## src/rtl/riscv_wb_arbiter.sv

```systemverilog
// Writeback arbiter: merges ALU results and load responses into one registered
// register-file write stream, with a pending-load scoreboard. Optional forwarding: RISCV_WB_BYPASS_EN.
module riscv_wb_arbiter #(
  parameter int WORD_LENGTH  = 32,
  parameter int ADDR_LENGTH  = 5,
  parameter int NUM_REGS     = 32,
  parameter int STARVE_LIMIT = 3
) (
  input  logic                   clk,
  input  logic                   rst,
  input  logic                   alu_valid,
  input  logic [ADDR_LENGTH-1:0] alu_rd,
  input  logic [WORD_LENGTH-1:0] alu_data,
  output logic                   alu_stall,
  input  logic                   issue_valid,
  input  logic [ADDR_LENGTH-1:0] issue_rd,
  input  logic                   mem_valid,
  input  logic [ADDR_LENGTH-1:0] mem_rd,
  input  logic [WORD_LENGTH-1:0] mem_data,
  output logic                   mem_ready,
  input  logic [ADDR_LENGTH-1:0] rs_addr1,
  input  logic [ADDR_LENGTH-1:0] rs_addr2,
  output logic                   busy1,
  output logic                   busy2,
  output logic                   fwd_valid1,
  output logic                   fwd_valid2,
  output logic [WORD_LENGTH-1:0] fwd_data1,
  output logic [WORD_LENGTH-1:0] fwd_data2,
  output logic                   wb_en,
  output logic [ADDR_LENGTH-1:0] wb_addr,
  output logic [WORD_LENGTH-1:0] wb_data
);

  typedef enum logic [1:0] {S_EMPTY, S_HELD, S_FORCE} state_t;

  localparam logic [3:0] LIMIT = 4'(STARVE_LIMIT);

  state_t                 state_q, state_d;
  logic [3:0]             cnt_q, cnt_d;
  logic [ADDR_LENGTH-1:0] buf_rd_q, buf_rd_d;
  logic [WORD_LENGTH-1:0] buf_data_q, buf_data_d;
  logic                   wb_en_q, wb_en_d;
  logic [ADDR_LENGTH-1:0] wb_addr_q, wb_addr_d;
  logic [WORD_LENGTH-1:0] wb_data_q, wb_data_d;
  logic                   wb_load_q, wb_load_d;
  logic [NUM_REGS-1:0]    pending_q, pending_d;

  logic                   wr_valid;
  logic                   wr_load;
  logic [ADDR_LENGTH-1:0] wr_rd;
  logic [WORD_LENGTH-1:0] wr_data;

  always_comb begin
    state_d    = state_q;
    cnt_d      = cnt_q;
    buf_rd_d   = buf_rd_q;
    buf_data_d = buf_data_q;
    alu_stall  = 1'b0;
    mem_ready  = (state_q == S_EMPTY);
    wr_valid   = 1'b0;
    wr_load    = 1'b0;
    wr_rd      = '0;
    wr_data    = '0;
    case (state_q)
      S_EMPTY: begin
        if (alu_valid) begin
          wr_valid = 1'b1;
          wr_rd    = alu_rd;
          wr_data  = alu_data;
          if (mem_valid) begin
            buf_rd_d   = mem_rd;
            buf_data_d = mem_data;
            cnt_d      = '0;
            state_d    = S_HELD;
          end
        end else if (mem_valid) begin
          wr_valid = 1'b1;
          wr_load  = 1'b1;
          wr_rd    = mem_rd;
          wr_data  = mem_data;
        end
      end
      S_HELD: begin
        if (alu_valid) begin
          wr_valid = 1'b1;
          wr_rd    = alu_rd;
          wr_data  = alu_data;
          cnt_d    = cnt_q + 4'd1;
          if (cnt_q + 4'd1 == LIMIT) state_d = S_FORCE;
        end else begin
          wr_valid = 1'b1;
          wr_load  = 1'b1;
          wr_rd    = buf_rd_q;
          wr_data  = buf_data_q;
          state_d  = S_EMPTY;
        end
      end
      S_FORCE: begin
        alu_stall = 1'b1;
        wr_valid  = 1'b1;
        wr_load   = 1'b1;
        wr_rd     = buf_rd_q;
        wr_data   = buf_data_q;
        state_d   = S_EMPTY;
      end
      default: state_d = S_EMPTY;
    endcase

    // x0 writes complete their handshake but never reach the register file
    wb_en_d   = wr_valid && (wr_rd != '0);
    wb_load_d = wr_load && wb_en_d;
    wb_addr_d = wb_en_d ? wr_rd : wb_addr_q;
    wb_data_d = wb_en_d ? wr_data : wb_data_q;

    pending_d = pending_q;
    if (wb_en_q && wb_load_q) pending_d[wb_addr_q] = 1'b0;
    if (issue_valid && (issue_rd != '0)) pending_d[issue_rd] = 1'b1;
    pending_d[0] = 1'b0;
  end

  always_comb begin
`ifdef RISCV_WB_BYPASS_EN
    fwd_valid1 = wb_en_q && (wb_addr_q == rs_addr1) && (rs_addr1 != '0);
    fwd_valid2 = wb_en_q && (wb_addr_q == rs_addr2) && (rs_addr2 != '0);
    fwd_data1  = fwd_valid1 ? wb_data_q : '0;
    fwd_data2  = fwd_valid2 ? wb_data_q : '0;
    busy1      = pending_q[rs_addr1] && !fwd_valid1;
    busy2      = pending_q[rs_addr2] && !fwd_valid2;
`else
    fwd_valid1 = 1'b0;
    fwd_valid2 = 1'b0;
    fwd_data1  = '0;
    fwd_data2  = '0;
    busy1      = pending_q[rs_addr1];
    busy2      = pending_q[rs_addr2];
`endif
  end

  always_ff @(posedge clk or posedge rst) begin
    if (rst) begin
      state_q    <= S_EMPTY;
      cnt_q      <= '0;
      buf_rd_q   <= '0;
      buf_data_q <= '0;
      wb_en_q    <= 1'b0;
      wb_load_q  <= 1'b0;
      wb_addr_q  <= '0;
      wb_data_q  <= '0;
      pending_q  <= '0;
    end else begin
      state_q    <= state_d;
      cnt_q      <= cnt_d;
      buf_rd_q   <= buf_rd_d;
      buf_data_q <= buf_data_d;
      wb_en_q    <= wb_en_d;
      wb_load_q  <= wb_load_d;
      wb_addr_q  <= wb_addr_d;
      wb_data_q  <= wb_data_d;
      pending_q  <= pending_d;
    end
  end

  assign wb_en   = wb_en_q;
  assign wb_addr = wb_addr_q;
  assign wb_data = wb_data_q;

endmodule

```

## config.mk

```make
export PLATFORM = sky130hd
export DESIGN_NAME = riscv_wb_arbiter
export DESIGN_NICKNAME = d
export VERILOG_FILES = /design/src/rtl/riscv_wb_arbiter.sv
export SDC_FILE = /design/constraint.sdc
export NUM_CORES = 1
export LEC_CHECK = 0
export CAP_MARGIN = 25
export CORE_MARGIN = 5
export CORE_UTILIZATION = 40
export CTS_CLUSTER_DIAMETER = 60
export DETAILED_ROUTE_END_ITERATION = 12
export PLACE_DENSITY = 0.78
export SLEW_MARGIN = 20
export SYNTH_ARGS = -nofsm -noshare
export SYNTH_HDL_FRONTEND = slang
export SYNTH_SLANG_ARGS = --single-unit
```

## constraint.sdc

```tcl
create_clock -name clk -period 6.7 [get_ports clk]
set_input_delay 1.34 -clock clk [delete_from_list [all_inputs] [get_ports clk]]
set_output_delay 1.34 -clock clk [all_outputs]
set_load 0.02 [all_outputs]
```

==> results by stage <==
Floorplan:
- The starting density of the core is 0.4100.
- The width of the die is 138.1 um.
- The die is 138.1 um tall.
- The row count is 46.
- The top-level port count is 202.
- After floorplanning, the core was sized to cover between 15000 and 20000 um2.
- The die covers 19060 um2.

Synth:
- The count of unique library cells instantiated by Yosys is 44.
- Yosys attributes the largest share of cell area to dfrtp_1 43%, buf_4 7.6%, o21ai_0 7.2%.
- The area fraction in and, or, nand and nor cells after synthesis is 0.09498.
- The fraction of the mapped netlist area in adder cells is 0.01144.
- The portion of synthesized area spent on multiplexers is 0.1318.
- In the synthesized netlist, the number of instances is 644.
- The synthesized netlist occupies a cell area of 6560 um2.
- The largest family of logic cells by synthesized area is compound AO/OA/AOI/OAI gates.
- The sequential area share after synthesis is 0.4311.
- The leading area contributor after synthesis is dfrtp_1.
- The number of flops mapped to enable cells by yosys is 0.
- The parity-gate share of the synthesized area counting xor and xnor cells is 0.002670.
- For this run, asynchronously set or reset flops after synthesis account for 1.000.
- The average cell area after synthesis is 10.19 um2.
- The Yosys step of the flow raised 0 warnings.
- The dominant register cell in the synthesized netlist is dfrtp_1.
- The share of synthesized area in the top cell type comes to 0.4311.
- The complex-gate fraction of the synthesized area is 0.2106.
- The synthesis-stage register bit count is 113.

Setup path:
- The critical path is of the in2out type.
- The worst path arrival time is 4.01 ns.
- For flop-to-flop paths, the worst setup slack is between 3 and 4 ns.
- The element type at the critical path end is a primary output.
- The kind of launch point of the worst setup path is a primary input.
- For this run, the slowest stage of the critical path takes 0.82 ns.
- The biggest fanout along the worst timing path is 9.
- The slowest stage of the critical path belongs to the cell clkdlybuf4s50_1.
- The required time of the critical path is 5.36 ns.
- Traced cell by cell, the critical path runs through clkdlybuf4s50_1 > mux4_2 > mux4_2 > mux2_2 > clkdlybuf4s50_1.

Clock network:
- Hold repair after CTS inserted 0 buffers.
- The number of gates resized after CTS is 0.
- The maximum count of clock buffers along a single path is 2.
- The number of sinks driven by the clock tree is 113.
- The clock-pin slew of the registers on the worst-case setup and hold paths is 0.05 ns.
- The cell at the root of the clock tree is clkbuf_16.
- The insertion delay to the later sink of the worst-skew pair is ~0.41 ns.
- The CTS tree is yes.
- The number of buffers added for setup after CTS is 0.
- The H-tree was split into 4 levels.
- The total CTS buffers is 17.

Timing:
- The post-route minimum period is 5.353 ns.
- The pin slew with the least headroom to its limit is 0.9629 ns.
- The setup TNS after final layout is 0 ns.
- The total setup violations reported at the end of the flow is 0.
- Setup repair after global routing left no endpoint under its margin.
- The final number of max-transition violations is 0.
- The count of endpoints failing hold in the final timing report was 0.
- The fraction of the cycle the final worst path needs is 0.7990.
- The worst relative slew slack is 0.3567.
- The final worst clock skew is 0.006708 ns.
- Static timing analysis puts the maximum clock frequency at 0.1868 GHz.

Detailed routing:
- For this block, the via count after detailed routing is 5518.
- The first-iteration detailed-routing DRC count is around 630.
- In the final routed layout, each cell accounts on average for 18.79 um.
- After detailed routing, the number of vias per cell comes to 5.585.
- After detailed routing, the number of remaining DRC violations is 0.
- In this run the remaining antenna-violating nets after routing total 0.
- Summed over all layers, the routed wires come to approximately 19000 um.
- The number of optimization iterations in the first detailed-route pass is 7.

Hold path:
- The path type of the worst min-delay path is reg2reg.

Layout:
- The number of nets in the finished design is 859.
- For this run, the share of the core covered by cells in the final layout is 0.5274.
- The fraction of layout instances using a drive strength above 1 is 0.1412.
- Summing all multi-input logic gate instances after layout gives 3247 um2.
- The number of standard cells in the final layout excluding fillers is 988.
- From synthesis to final layout, the design area changed by 28.65%.
- Across the whole layout, storage elements account for 2828 um2.
- In the layout the commonest cells are 134 x clkdlybuf4s50_1, 113 x dfrtp_1, 99 x nand2_1.
- The most common cell after layout, fill and taps aside is clkdlybuf4s50_1.
- The number of antenna diodes in the final layout is 0.
- The layout has around 1400 filler cells.

Global route:
- The total grt overflow is 0.
- The maximum number of pins on one net before global-route repair is 60.
- The global-route wire length before repair is 29740 um.
- The number of antenna violations at the first check in global routing is 0.
- For this run, the total global-route usage over all layers was measured as 0.1909.
- The via count of the first global-routing pass is 5532.

Place:
- The final weighted congestion in routability-driven placement is 0.8974.
- Once detailed placement completed, the half-perimeter wirelength came to 12420 um.
- In this run the tool buffered the top-level ports with 135 buffer cells.
- After detailed placement, the design holds a cell count of 955.

Pwr:
- For this design the ratio of total power to cell area is approximately 460 nW/um2.
- Across the VDD grid, the largest voltage drop is 0.4098 mV.
- In this run the static leakage power is 0.003390 uW.

Job:
- The total of max-cap violations is 0.

Status:
- The run finished with clean final reports.
-- metrics by stage --
step | power [uW] | hold slack (ns) | cell area (um2) | setup WS [ns]
4_1_cts | 3899 | 0.5061 | 8412 | 1.325
6_report | 3899 | 0.5025 | 8439 | 1.347
2_1_floorplan | 2406 | 0.4783 | 6804 | 2.279
3_5_place_dp | 2967 | 0.4939 | 7815 | 1.333
3_3_place_gp | 2927 | 0.4879 | 7787 | 1.369
5_1_grt | 4130 | 0.5217 | 8439 | 1.199
-- cells in the mapped netlist (11+ instances only) --
| cell type | count |
|---|---|
| o22a_1 | 34 |
| mux4_2 | 18 |
| o21ai_0 | 95 |
| buf_4 | 66 |
| a21oi_1 | 12 |
| clkbuf_1 | 24 |
| mux2_2 | 39 |
| a222oi_1 | 32 |
| nand2_1 | 99 |
| dfrtp_1 | 113 |
| a22o_1 | 11 |
-- final timing paths --
kind,start,endpoint,cells past startpoint
max,rs_addr1[0],busy1,5
min,wb_data[28],wb_data[28],1
max reg2reg,state_q[1],wb_data[21],7
min reg2reg,wb_data[28],wb_data[28],1
max in group asynchronous,rst,cnt_q[3],3
min in group asynchronous,rst,pending_q[27],2
-- layer usage --
metal  up-vias  part of all wire  track usage
li1       2505                 -            -
met1      2681              0.41       0.2374
met2       303              0.48       0.3099
met3        29             0.097      0.07034
met4         0             0.017      0.06188
met5         -                 0            0
-- report_power, final --
| part | internal (uW) | switching [uW] |
|---|---|---|
| combinational | 833 | 915 |
| sequential | 1010 | 227 |
| clock | 583 | 328 |
| total | 2430 | 1470 |
-- registers in the layout, summed over array words and instances, names as in the netlist --
signal      count
buf_data_q     32
wb_data        32
pending_q      31
buf_rd_q        5
wb_addr         5
cnt_q           4
state_q         2
wb_en           1
wb_load_q       1
-- kinds of logic after synthesis --
family,count (synthesis)
other,1
buffers and inverters,124
adders and majority gates,6
muxes,59
xor gates and xnor gates,2
and+or+nand+nor,139
AOI/OAI and AO/OA,200
DFF,113
-- worst max-delay path, delay by kind of cell --
kind	cells	cell delay (ns)
buffers and inverters	2	1.36
muxes	3	1.32
-- final cells by class --
class | instances | area share
clock buffers | 19 | 0.05130
clock inverters | 13 | 0.01942
inverters | 11 | 0.005189
multi-input cells | 472 | 0.3847
flip-flops and latches | 113 | 0.3351
well taps | 216 | 0.03202
repair buffers | 144 | 0.1723
Power figures use the tool's default switching activity.
